[src/rtl/mem_arbiter.sv]
// mem_arbiter: shares one single-port unified memory between instruction
// fetch and the MEM stage (loads/stores).
//
// Data accesses win arbitration. A starvation counter limits how many data
// grants can be made in a row while fetch is waiting. Each access is run by a
// registered FSM: IDLE -> ACC_IF/ACC_DM -> DONE -> IDLE. The strobes and the
// address are held until mem_ready. Data is returned with a one-cycle done
// pulse. DONE is a one-cycle bubble in which no arbitration takes place.
//
// Optional feature (macro MEM_TIMEOUT_EN): if mem_ready stays low for TIMEOUT
// cycles, the access is aborted. Done pulses with zero data and mem_err pulses
// for one cycle. When the macro is undefined, an access waits indefinitely and
// mem_err is tied to 0.
//
// Ports:
//   clock, reset                rising-edge clock, synchronous active-low reset
//   if_req/if_addr              fetch request (level) and address
//   if_rdata/if_done            fetched word and one-cycle completion pulse
//   dm_readmem/dm_writemem      load / store request (level); both high = store
//   dm_addr/dm_wdata            data address and store data
//   dm_rdata/dm_done            load data and one-cycle completion pulse
//   stall_if/stall_mem          combinational pipeline stall requests
//   mem_addr/mem_wdata          registered memory address / write data
//   mem_rd/mem_wr               registered memory strobes
//   mem_rdata/mem_ready         memory read data and acknowledge
//   mem_err                     one-cycle timeout-abort pulse
module mem_arbiter #(
  parameter int ADDR_W     = 32,
  parameter int DATA_W     = 32,
  parameter int STARVE_LIM = 3,
  parameter int TIMEOUT    = 15
) (
  input  logic              clock,
  input  logic              reset,
  input  logic              if_req,
  input  logic [ADDR_W-1:0] if_addr,
  output logic [DATA_W-1:0] if_rdata,
  output logic              if_done,
  input  logic              dm_readmem,
  input  logic              dm_writemem,
  input  logic [ADDR_W-1:0] dm_addr,
  input  logic [DATA_W-1:0] dm_wdata,
  output logic [DATA_W-1:0] dm_rdata,
  output logic              dm_done,
  output logic              stall_if,
  output logic              stall_mem,
  output logic [ADDR_W-1:0] mem_addr,
  output logic [DATA_W-1:0] mem_wdata,
  output logic              mem_rd,
  output logic              mem_wr,
  input  logic [DATA_W-1:0] mem_rdata,
  input  logic              mem_ready,
  output logic              mem_err
);

  typedef enum logic [1:0] {IDLE, ACC_IF, ACC_DM, DONE} state_t;

  localparam logic [3:0] STARVE_MAX = 4'(STARVE_LIM);

  state_t            state_q, state_d;
  logic [ADDR_W-1:0] mem_addr_q, mem_addr_d;
  logic [DATA_W-1:0] mem_wdata_q, mem_wdata_d;
  logic              mem_rd_q, mem_rd_d;
  logic              mem_wr_q, mem_wr_d;
  logic [DATA_W-1:0] if_rdata_q, if_rdata_d;
  logic [DATA_W-1:0] dm_rdata_q, dm_rdata_d;
  logic              if_done_q, if_done_d;
  logic              dm_done_q, dm_done_d;
  logic [3:0]        starve_cnt_q, starve_cnt_d;
  logic              dm_req, grant_dm, complete, abort;

`ifdef MEM_TIMEOUT_EN
  // The abort happens on the TIMEOUT-th consecutive cycle without mem_ready.
  localparam logic [7:0] WAIT_LAST = 8'(TIMEOUT - 1);
  logic [7:0]        wait_cnt_q, wait_cnt_d;
  logic              mem_err_q, mem_err_d;
`endif

  assign dm_req = dm_readmem | dm_writemem;

  always_comb begin
    // NOTE: every variable gets a default value first, so no path through the
    // case can infer a latch.
    state_d      = state_q;
    mem_addr_d   = mem_addr_q;
    mem_wdata_d  = mem_wdata_q;
    mem_rd_d     = mem_rd_q;
    mem_wr_d     = mem_wr_q;
    if_rdata_d   = if_rdata_q;
    dm_rdata_d   = dm_rdata_q;
    if_done_d    = 1'b0;
    dm_done_d    = 1'b0;
    starve_cnt_d = starve_cnt_q;
    grant_dm     = 1'b0;
    complete     = 1'b0;
    abort        = 1'b0;
`ifdef MEM_TIMEOUT_EN
    wait_cnt_d   = wait_cnt_q;
    mem_err_d    = 1'b0;
`endif

    unique case (state_q)
      IDLE: begin
        // Data wins unless it has used up its run of grants while fetch waits.
        grant_dm = dm_req & ((starve_cnt_q < STARVE_MAX) | ~if_req);
        if (grant_dm) begin
          state_d     = ACC_DM;
          mem_addr_d  = dm_addr;
          mem_wdata_d = dm_wdata;
          mem_wr_d    = dm_writemem;
          mem_rd_d    = ~dm_writemem;  // read+write together is a store
          if (if_req && starve_cnt_q < STARVE_MAX) begin
            starve_cnt_d = starve_cnt_q + 4'd1;
          end
        end else if (if_req) begin
          state_d      = ACC_IF;
          mem_addr_d   = if_addr;
          mem_rd_d     = 1'b1;
          mem_wr_d     = 1'b0;
          starve_cnt_d = '0;
        end
`ifdef MEM_TIMEOUT_EN
        wait_cnt_d = '0;
`endif
      end

      ACC_IF, ACC_DM: begin
        complete = mem_ready;
`ifdef MEM_TIMEOUT_EN
        if (!mem_ready) begin
          if (wait_cnt_q == WAIT_LAST) abort = 1'b1;
          else                         wait_cnt_d = wait_cnt_q + 8'd1;
        end
        mem_err_d = abort;
`endif
        if (complete || abort) begin
          state_d  = DONE;
          mem_rd_d = 1'b0;
          mem_wr_d = 1'b0;
          if (state_q == ACC_IF) begin
            if_done_d  = 1'b1;
            if_rdata_d = abort ? '0 : mem_rdata;
          end else begin
            dm_done_d  = 1'b1;
            // Stores return zero; mem_wr_q still marks the access kind here.
            dm_rdata_d = (abort || mem_wr_q) ? '0 : mem_rdata;
          end
        end
      end

      DONE:    state_d = IDLE;
      default: state_d = IDLE;
    endcase
  end

  always_ff @(posedge clock) begin
    if (!reset) begin
      // NOTE: synchronous reset is evaluated only at the clock edge; a reset
      // during an access drops it without a done pulse.
      state_q      <= IDLE;
      mem_addr_q   <= '0;
      mem_wdata_q  <= '0;
      mem_rd_q     <= 1'b0;
      mem_wr_q     <= 1'b0;
      if_rdata_q   <= '0;
      dm_rdata_q   <= '0;
      if_done_q    <= 1'b0;
      dm_done_q    <= 1'b0;
      starve_cnt_q <= '0;
`ifdef MEM_TIMEOUT_EN
      wait_cnt_q   <= '0;
      mem_err_q    <= 1'b0;
`endif
    end else begin
      // NOTE: non-blocking assignments let all flops sample their _d values
      // from the same edge, independent of statement order.
      state_q      <= state_d;
      mem_addr_q   <= mem_addr_d;
      mem_wdata_q  <= mem_wdata_d;
      mem_rd_q     <= mem_rd_d;
      mem_wr_q     <= mem_wr_d;
      if_rdata_q   <= if_rdata_d;
      dm_rdata_q   <= dm_rdata_d;
      if_done_q    <= if_done_d;
      dm_done_q    <= dm_done_d;
      starve_cnt_q <= starve_cnt_d;
`ifdef MEM_TIMEOUT_EN
      wait_cnt_q   <= wait_cnt_d;
      mem_err_q    <= mem_err_d;
`endif
    end
  end

  assign mem_addr  = mem_addr_q;
  assign mem_wdata = mem_wdata_q;
  assign mem_rd    = mem_rd_q;
  assign mem_wr    = mem_wr_q;
  assign if_rdata  = if_rdata_q;
  assign dm_rdata  = dm_rdata_q;
  assign if_done   = if_done_q;
  assign dm_done   = dm_done_q;
  assign stall_if  = if_req & ~if_done_q;
  assign stall_mem = dm_req & ~dm_done_q;
`ifdef MEM_TIMEOUT_EN
  assign mem_err   = mem_err_q;
`else
  assign mem_err   = 1'b0;
`endif

endmodule

[config.mk]
export PLATFORM = sky130hd
export DESIGN_NAME = mem_arbiter
export DESIGN_NICKNAME = d
export VERILOG_FILES = /design/src/rtl/mem_arbiter.sv
export SDC_FILE = /design/constraint.sdc
export NUM_CORES = 1
export LEC_CHECK = 0
export ABC_AREA = 0
export CORE_ASPECT_RATIO = 1.2
export CORE_UTILIZATION = 41
export CTS_BUF_LIST = sky130_fd_sc_hd__clkbuf_4
export CTS_CLUSTER_DIAMETER = 30
export DETAILED_ROUTE_END_ITERATION = 12
export GPL_ROUTABILITY_DRIVEN = 0
export GPL_TIMING_DRIVEN = 0
export MAX_ROUTING_LAYER = met4
export PLACE_DENSITY_LB_ADDON = 0.08
export SYNTH_ARGS = -nofsm -noshare
export SYNTH_HDL_FRONTEND = slang
export SYNTH_SLANG_ARGS = --single-unit
[constraint.sdc]
create_clock -name clock -period 2.2 [get_ports clock]
set_input_delay 0.22 -clock clock [delete_from_list [all_inputs] [get_ports clock]]
set_output_delay 0.22 -clock clock [all_outputs]
set_load 0.02 [all_outputs]
==> flow_metrics.py, run 1 <==
metrics = {
    "outcome": {
        "run_status": "complete, no violations",
    },
    "worst_setup_path": {
        "reg2reg_slack_ns": 0.24,
        "endpoint_kind": "output pin",
        "critical_path_class": "in -> out",
        "path_max_fanout": 10,
        "cp_num_buf_inv": 3,
        "critical-path-top-delay-family": "buffers and inverters",
        "cp_cell_sequence": "clkdlybuf4s50_1 > nor2_4 > clkbuf_2 > nor2_1 > clkdlybuf4s50_1",
        "critPathSlowestCell": "clkdlybuf4s50_1",
        "worstReg2RegStart": "state_q[1]$_SDFFE_PN0P_",
        "slowest_delay_ns": 0.63,
        "arrival_ns": 1.88,
        "cp-start-kind": "input pin",
        "required_ns": 1.98,
        "worstRegToRegCells": 6,
        "crit_top_cell": "clkdlybuf4s50_1",
        "r2r-end": "dm_rdata[20]$_SDFFE_PN0P_",
    },
    "drt": {
        "avgRoutedWirePerCell_um": 16.0,
        "wl_um": 16900,
        "ant_nets": 0,
        "drtIter0Drc": 285,
        "avgViaCountPerCell": 5.22,
        "dr_total_vias": 5527,
        "dr.pass1.iters": 4,
        "drc": 0,
    },
    "floorplanning": {
        "start_util": 0.419,
        "num_rows": 45,
        "die_h_um": 126,
        "die_area_um2": 13400,
        "ios": 269,
        "core-area_um2": 12600,
        "die_w_um": 106,
    },
    "timing": {
        "worstMarginPinSlew_ns": 0.550,
        "hold_violations": 0,
        "fin_skew_ns": 0.0299,
        "fmax_mhz": 476,
        "slew_violations": 0,
        "period_share": 0.955,
        "rsz0062_at_grt": "false",
        "setup_viol": 0,
        "slew_headroom": 0.628,
        "holdWs_ns": 0.160,
        "period_needed_ns": 2.10,
    },
    "clock_network": {
        "htree_levels": 4,
        "numCtsBuffers": 17,
        "postCtsSetupBuffers": 0,
        "clk_latency_ns": 0.53,
        "cts_tree": "built",
        "cts.path.max_buffers": 2,
        "cts_num_sinks": 138,
        "postCtsHoldBufs": 0,
        "root_buffer": "clkbuf_4",
        "path_clk_slew_ns": 0.13,
    },
    "synthesis": {
        "synth_warnings": 0,
        "yosys.area_share.simple": 0.124,
        "synth_cells": 596,
        "synth.distinct_cells": 35,
        "syn_area_per_cell_um2": 8.87,
        "synth_top_area_frac": 0.522,
        "synth_top_family_by_area": "compound AO/OA/AOI/OAI gates",
        "synth_compound_area_frac": 0.236,
        "syn-cell-area_um2": 5290,
        "syn_nets": 734,
        "muxShareOfSynthArea": 0.0606,
        "ys_seq_area_frac": 0.522,
        "synth-seq-cells": 138,
        "synth_top_cell_by_area": "dfxtp_1",
        "synth_xor_area_frac": 0,
        "ys_top_cells_by_area": "dfxtp_1 52%, nand2_1 9.4%, a21oi_1 6.5%",
        "synthAdderAreaFrac": 0.00947,
    },
    "run": {
        "drv_cap": 0,
    },
    "pwr": {
        "cellLeakagePower_uw": 0.00317,
        "power_uw": 9370,
        "p_per_area_nw_per_um2": 1100,
        "irDropWorstVdd_uv": 650,
    },
    "min_path": {
        "hold_depth": 3,
        "worstHoldStart": "dm_writemem",
        "holdCritPathClass": "in -> reg",
        "whs_endpoint": "mem_wr$_SDFFE_PN0P_",
    },
    "layout": {
        "drive_above_1_share": 0.0548,
        "fin_util": 0.673,
        "layout_common_cells": "265 x clkdlybuf4s50_1, 138 x dfxtp_1, 133 x nand2_1",
        "area_growth_pct": 60.6,
        "mostFrequentLayoutCell": "clkdlybuf4s50_1",
        "nets": 1019,
    },
    "global_routing": {
        "grt_max_degree": 17,
        "grt_overflow": 0,
        "grt_usage": 0.258,
        "grt_pass1_vias": 5516,
        "antenna_found_initial": 1,
        "grt_pass1_wl_um": 26800,
    },
    "placement": {
        "port_buffers": 266,
        "dpl.hpwl_um": 12800,
    },
}
## logic make-up after synthesis
logic type	count (synthesis)
muxes	32
other	1
buffers and inverters	57
and+or+nand+nor	157
AOI/OAI and AO/OA	207
DFF	138
adders and majority gates	4
## cells in the mapped netlist, drive strengths merged
library cell / count
a211o: 1
a21oi: 69
a22o: 32
a31oi: 32
and2: 1
and3: 5
buf: 11
clkbuf: 43
conb: 1
dfxtp: 138
ha: 4
inv: 3
mux2i: 32
nand2: 133
nand2b: 2
nand3: 1
nand4b: 1
nor2: 5
nor2b: 3
nor3b: 1
nor4b: 1
o2111ai: 1
o21ai: 64
o221a: 1
o31a: 2
o31ai: 4
o32ai: 1
or2: 1
or4: 1
or4b: 2
## per-layer routing
| layer | share of wire | wire length [um] | global-route usage | up-vias |
|---|---|---|---|---|
| li1 | - | - | - | 2667 |
| met1 | 0.40 | 6850 | 0.290 | 2598 |
| met5 | 0 | 0 | - | - |
| met4 | 0.027 | 463 | 0.106 | 0 |
| met2 | 0.49 | 8270 | 0.428 | 225 |
| met3 | 0.079 | 1340 | 0.0750 | 37 |
## timing repair
| action | 4_1_cts | 5_1_grt |
|---|---|---|
| setup endpoints to repair | 1 | 27 |
| pin swaps | 0 | 0 |
| gates resized for setup | 3 | 7 |
## how the worst max path moves through the flow
| stage | startpoint | to | slack (ns) | cells past startpoint |
|---|---|---|---|---|
| floorplan | state_q[0]$_SDFFE_PN0P_ | dm_rdata[10]$_SDFFE_PN0P_ | 0.55 | 7 |
| global placement | dm_writemem | stall_mem | -0.17 | 5 |
| detailed placement | dm_writemem | stall_mem | -0.26 | 5 |
| CTS | dm_writemem | stall_mem | 0.06 | 5 |
| global route | dm_readmem | stall_mem | 0.01 | 5 |
| finish | dm_readmem | stall_mem | 0.1 | 5 |
## sequential cells by signal, summed over array words and instances, names as in the netlist
name          cells
dm_rdata         32
state_q           2
mem_addr         32
mem_wr            1
starve_cnt_q      4
if_rdata         32
dm_done           1
if_done           1
mem_wdata        32
mem_rd            1
## worst register-to-register path, stage by stage, from the launching register on
cell	delay [ns]
dfxtp_1	0.36
inv_1	0.08
ha_1	0.27
buf_2	0.17
a21oi_1	0.37
clkbuf_1	0.45
a22o_1	0.23
## metrics by stage
| stage | cells | instance area (um2) | worst slack (ns) | TNS (ns) |
|---|---|---|---|---|
| finish | 1059 | 8490 | 0.0987 | 0 |
| CTS | 1058 | 8480 | 0.0635 | 0 |
| global route | 1059 | 8490 | 0.0111 | 0 |
| detailed placement | 1026 | 8160 | -0.259 | -0.259 |
| floorplan | 596 | 5290 | 0.548 | 0 |
| global placement | 1026 | 8160 | -0.172 | -0.172 |
## power breakdown
group	internal [uW]	switching, uW
Sequential	3110	317
Clock	814	1000
Combinational	1930	2200
## cell type report
class | count | area, um2
Antenna cell | 1 | 2.50
Clock inverter | 15 | 189
Multi-Input combinational cell | 401 | 2290
Clock buffer | 17 | 128
Tap cell | 164 | 205
Buffer | 54 | 239
Timing Repair Buffer | 266 | 2670
Inverter | 3 | 11.3
Sequential cell | 138 | 2760
Fill cell | 1052 | 4120
Power figures use the tool's default switching activity.
==> run 2: changes to the inputs <==
--- a/config.mk
+++ b/config.mk
@@ -13,7 +13,6 @@
 export DETAILED_ROUTE_END_ITERATION = 12
 export GPL_ROUTABILITY_DRIVEN = 0
 export GPL_TIMING_DRIVEN = 0
-export MAX_ROUTING_LAYER = met4
 export PLACE_DENSITY_LB_ADDON = 0.08
 export SYNTH_ARGS = -nofsm -noshare
 export SYNTH_HDL_FRONTEND = slang
==> run 2 against run 1 <==
  * Power down 0.13%
  * Combinational power about the same
  * Die area is the same
  * Clock power barely moved
  * Highest routed layer unchanged
  * Via count shrank 0.54%
  * Global-route usage fell by 0.75 points
==> flow_metrics.py, run 2 (synthesis results as in run 1) <==
metrics = {
    "outcome": {
        "run_status": "complete, no violations",
    },
    "worst_setup_path": {
        "path_max_fanout": 10,
        "critical_path_class": "in -> out",
        "cp-start-kind": "input pin",
        "required_ns": 1.98,
        "worstRegToRegCells": 6,
        "endpoint_kind": "output pin",
        "arrival_ns": 1.87,
        "reg2reg_slack_ns": 0.23,
    },
    "pwr": {
        "clkPwrFrac": 0.193,
        "cellLeakagePower_uw": 0.00317,
        "irDropWorstVdd_uv": 649,
        "intPower_uw": 5850,
        "p_seq_frac": 0.366,
        "p_per_area_nw_per_um2": 1100,
        "switching_share": 0.375,
        "switching_power_uw": 3510,
        "p_comb_frac": 0.441,
    },
    "floorplanning": {
        "die_area_um2": 13400,
        "start_util": 0.419,
        "num_rows": 45,
        "core-area_um2": 12600,
        "die_w_um": 106,
        "ios": 269,
        "die_h_um": 126,
    },
    "drt": {
        "drc": 0,
        "avgRoutedWirePerCell_um": 15.9,
        "wl_um": 16900,
        "dr_total_vias": 5497,
        "dr.pass1.iters": 4,
        "drtIter0Drc": 272,
        "avgViaCountPerCell": 5.19,
        "ant_nets": 0,
    },
    "clock_network": {
        "cts_tree": "built",
        "cts_num_sinks": 138,
        "root_buffer": "clkbuf_4",
        "clk_latency_ns": 0.53,
        "htree_levels": 4,
        "cts.path.max_buffers": 2,
        "numCtsBuffers": 17,
        "path_clk_slew_ns": 0.12,
        "postCtsHoldBufs": 0,
    },
    "global_routing": {
        "antenna_found_initial": 1,
        "grt_pass1_wl_um": 26800,
        "grt_usage": 0.250,
        "grt_pass1_vias": 5510,
        "grt_overflow": 0,
        "grt_max_degree": 17,
    },
    "timing": {
        "totalNegativeSetupSlack_ns": 0,
        "fmax_mhz": 479,
        "fin_ws_ns": 0.114,
        "hold_violations": 0,
        "slew_headroom": 0.627,
        "rsz0062_at_grt": "false",
        "period_share": 0.948,
        "slew_violations": 0,
        "worstMarginPinSlew_ns": 0.551,
        "setup_viol": 0,
        "period_needed_ns": 2.09,
        "fin_skew_ns": 0.0294,
    },
    "layout": {
        "fill_cells": 1052,
        "mostFrequentLayoutCell": "clkdlybuf4s50_1",
        "area_growth_pct": 60.6,
        "nets": 1019,
        "layout_common_cells": "265 x clkdlybuf4s50_1, 138 x dfxtp_1, 133 x nand2_1",
        "drive_above_1_share": 0.0548,
    },
    "run": {
        "drv_cap": 0,
    },
    "placement": {
        "dpl.hpwl_um": 12800,
        "port_buffers": 266,
        "dp_slack_ns": -0.259,
    },
    "min_path": {
        "hold_depth": 3,
        "holdCritPathClass": "in -> reg",
    },
}
[run 2: metal layers]
metal | routed length (um) | GRT usage | vias to the layer above
met2 | 8250 | 0.429 | 215
met4 | 478 | 0.106 | 0
met5 | 0 | 0 | -
met3 | 1410 | 0.0858 | 37
met1 | 6740 | 0.282 | 2578
li1 | - | - | 2667
[run 2: power by group through the flow]
| stage | Clock [uW] | Sequential [uW] | Combinational (uW) |
|---|---|---|---|
| after global placement | 0 | 3440 | 4030 |
| after CTS | 1880 | 3420 | 4140 |
| final | 1810 | 3420 | 4130 |
| after global routing | 1980 | 3490 | 4430 |
| after floorplan | 0 | 4150 | 1580 |
| after detailed placement | 0 | 3470 | 4120 |
[run 2: repair_timing]
item,in CTS,in global routing
gates resized for setup,3,7
buffers inserted,0,0
endpoints found under the setup margin,1,27
[run 2: final timing paths]
check	from	to
worst max-delay path	dm_readmem	stall_mem
worst min-delay path	dm_writemem	mem_wr$_SDFFE_PN0P_
worst max register to register	state_q[1]$_SDFFE_PN0P_	dm_rdata[20]$_SDFFE_PN0P_
worst min register to register	mem_wdata[25]$_SDFFE_PN0P_	mem_wdata[25]$_SDFFE_PN0P_
[run 2: cell type report]
class	instances	area [um2]	area share
Antenna cell	1	2.50	0.000295
Buffer	54	239	0.0282
Clock buffer	17	128	0.0150
Clock inverter	15	189	0.0223
Inverter	3	11.3	0.00133
Multi-Input combinational cell	401	2290	0.269
Sequential cell	138	2760	0.325
Tap cell	164	205	0.0242
Timing Repair Buffer	266	2670	0.314
[run 2: stage by stage]
step                      std cells  total power, uW  area [um2]  hold WS, ns  utilization
final                          1059             9360        8490        0.168        0.673
after global routing           1059             9900        8490        0.143        0.673
after CTS                      1058             9440        8480        0.157        0.672
after detailed placement       1026             7600        8160        0.447        0.647
after global placement         1026             7470        8160        0.441        0.647
after floorplan                 596             5720        5290        0.346            -
[run 2: critical path, cell delays in order]
cell and delay [ns]:
clkdlybuf4s50_1 0.62, nor2_4 0.10, clkbuf_2 0.20, nor2_1 0.12, clkdlybuf4s50_1 0.60
==> run 3: changes to the inputs <==
--- a/config.mk
+++ b/config.mk
@@ -7,7 +7,7 @@
 export LEC_CHECK = 0
 export ABC_AREA = 0
 export CORE_ASPECT_RATIO = 1.2
-export CORE_UTILIZATION = 41
+export CORE_UTILIZATION = 25
 export CTS_BUF_LIST = sky130_fd_sc_hd__clkbuf_4
 export CTS_CLUSTER_DIAMETER = 30
 export DETAILED_ROUTE_END_ITERATION = 12
==> run 3 against run 2 <==
  * Global-route usage fell by 8.3 points
  * Critical path depth did not move
  * Count of clock-buffer cells in the layout did not move
  * Sequential cell count did not move
  * Clock power fell by 9.9%
  * Routed wire length rose by 8.3%
  * Largest cell class unchanged
  * Largest power group unchanged
  * Highest routed layer unchanged
==> flow_metrics.py, run 3 (synthesis results as in run 1) <==
metrics = {
    "outcome": {
        "run_status": "complete, no violations",
    },
    "timing": {
        "fin_skew_ns": 0.0270,
        "slew_violations": 0,
        "slew_headroom": 0.603,
        "period_needed_ns": 2.11,
        "rsz0062_at_grt": "false",
        "worstMarginPinSlew_ns": 0.587,
        "fin_ws_ns": 0.0895,
        "setup_viol": 0,
        "fmax_mhz": 474,
        "period_share": 0.959,
        "hold_violations": 0,
    },
    "floorplanning": {
        "start_util": 0.258,
        "core-area_um2": 20500,
        "die_w_um": 135,
        "ios": 269,
        "die_h_um": 161,
        "num_rows": 57,
        "die_area_um2": 21700,
    },
    "clock_network": {
        "cts_tree": "built",
        "postCtsHoldBufs": 0,
        "path_clk_slew_ns": 0.15,
        "htree_levels": 4,
        "root_buffer": "clkbuf_4",
        "cts_num_sinks": 138,
        "numCtsBuffers": 17,
        "clk_latency_ns": 0.55,
        "cts.path.max_buffers": 2,
        "postCtsSetupBuffers": 0,
    },
    "pwr": {
        "cellLeakagePower_uw": 0.00317,
        "irDropWorstVdd_uv": 411,
        "p_per_area_nw_per_um2": 1070,
    },
    "global_routing": {
        "busiest_layer": "met2",
        "grt_pass1_wl_um": 28500,
        "antenna_found_initial": 1,
        "met2_usage": 0.277,
        "grt_overflow": 0,
        "use_met3": 0.0637,
        "grt_util_met1": 0.197,
        "grt_usage": 0.168,
        "grt_max_degree": 17,
        "grt_pass1_vias": 5488,
    },
    "min_path": {
        "holdCritPathClass": "in -> reg",
        "worstHoldStart": "if_req",
        "whs_endpoint": "starve_cnt_q[3]$_SDFFE_PN0P_",
        "hold_depth": 3,
    },
    "worst_setup_path": {
        "path_max_fanout": 10,
        "worstReg2RegStart": "state_q[1]$_SDFFE_PN0P_",
        "cp-start-kind": "input pin",
        "endpoint_kind": "output pin",
        "reg2reg_slack_ns": 0.20,
        "worstRegToRegCells": 6,
        "required_ns": 1.98,
        "critical_path_class": "in -> out",
        "r2r-end": "dm_rdata[19]$_SDFFE_PN0P_",
        "arrival_ns": 1.89,
        "cp-startpoint": "dm_readmem",
    },
    "drt": {
        "drc": 0,
        "dr_total_vias": 5430,
        "wl_um": 18300,
        "avgRoutedWirePerCell_um": 15.7,
        "drtIter0Drc": 225,
        "ant_nets": 0,
        "dr.pass1.iters": 5,
        "avgViaCountPerCell": 4.68,
    },
    "layout": {
        "area_growth_pct": 62.1,
        "mostFrequentLayoutCell": "clkdlybuf4s50_1",
        "layout_common_cells": "265 x clkdlybuf4s50_1, 138 x dfxtp_1, 133 x nand2_1",
        "stdcell_area_um2": 8570,
        "fin_util": 0.419,
        "nets": 1019,
        "drive_above_1_share": 0.0559,
        "fill_cells": 2011,
    },
    "placement": {
        "dp_slack_ns": -0.267,
        "dpl-instance-area_um2": 8280,
        "port_buffers": 266,
        "dpl.hpwl_um": 13900,
    },
    "run": {
        "drv_cap": 0,
    },
}
## run 3: changes by cell type in the layout (fill, tap and decap cells not counted), sizes merged
| cell | delta |
|---|---|
| clkinvlp | -3 |
| inv | +6 |
| diode | +1 |
| bufinv | -3 |
## run 3: per-stage QoR
| step | std cells | TNS, ns | total power [uW] | hold WS [ns] |
|---|---|---|---|---|
| after global routing | 1161 | 0 | 9830 | 0.120 |
| after global placement | 1127 | -0.254 | 7590 | 0.443 |
| final | 1161 | 0 | 9200 | 0.161 |
| after CTS | 1159 | 0 | 9340 | 0.109 |
| after floorplan | 596 | 0 | 5720 | 0.346 |
| after detailed placement | 1127 | -0.267 | 7650 | 0.449 |
## run 3: how the worst max path moves through the flow
stage	end	slack (ns)	depth (start not counted)
after floorplan	dm_rdata[10]$_SDFFE_PN0P_	0.55	7
after global placement	stall_mem	-0.25	5
after detailed placement	stall_mem	-0.27	5
after CTS	dm_rdata[26]$_SDFFE_PN0P_	0.04	7
after global routing	dm_rdata[19]$_SDFFE_PN0P_	0.02	6
final	stall_mem	0.09	5
## run 3: critical path, stage by stage
cell	delay [ns]
clkdlybuf4s50_1	0.62
nor2_4	0.10
clkbuf_2	0.21
nor2_1	0.12
clkdlybuf4s50_1	0.62
## run 3: final cells by class
class	instances	area, um2	share of cell area
Sequential cell	138	2760	0.322
Timing Repair Buffer	266	2670	0.311
Multi-Input combinational cell	401	2290	0.267
Tap cell	265	332	0.0387
Buffer	54	240	0.0280
Clock inverter	15	143	0.0166
Clock buffer	17	128	0.0149
Inverter	3	11.3	0.00131
Antenna cell	2	5.00	0.000584
## run 3: what timing repair did
action                                 in CTS  in global routing
setup endpoints to repair                   1                 28
endpoints found under the hold margin       0                  0
gates resized for setup                     3                  9
cloned                                      0                  0
## run 3: routing by layer
metal	share of wire	up-vias	routed length (um)
li1	-	2671	-
met4	0.017	0	305
met1	0.42	2520	7710
met2	0.47	219	8610
met5	0	-	0
met3	0.090	20	1650
## run 3: power breakdown
| part | leakage (uW) | total (uW) | internal, uW | switching, uW |
|---|---|---|---|---|
| Combinational | 0.00188 | 4150 | 1930 | 2220 |
| Clock | 0.000154 | 1630 | 515 | 1120 |
| Sequential | 0.00113 | 3420 | 3110 | 316 |
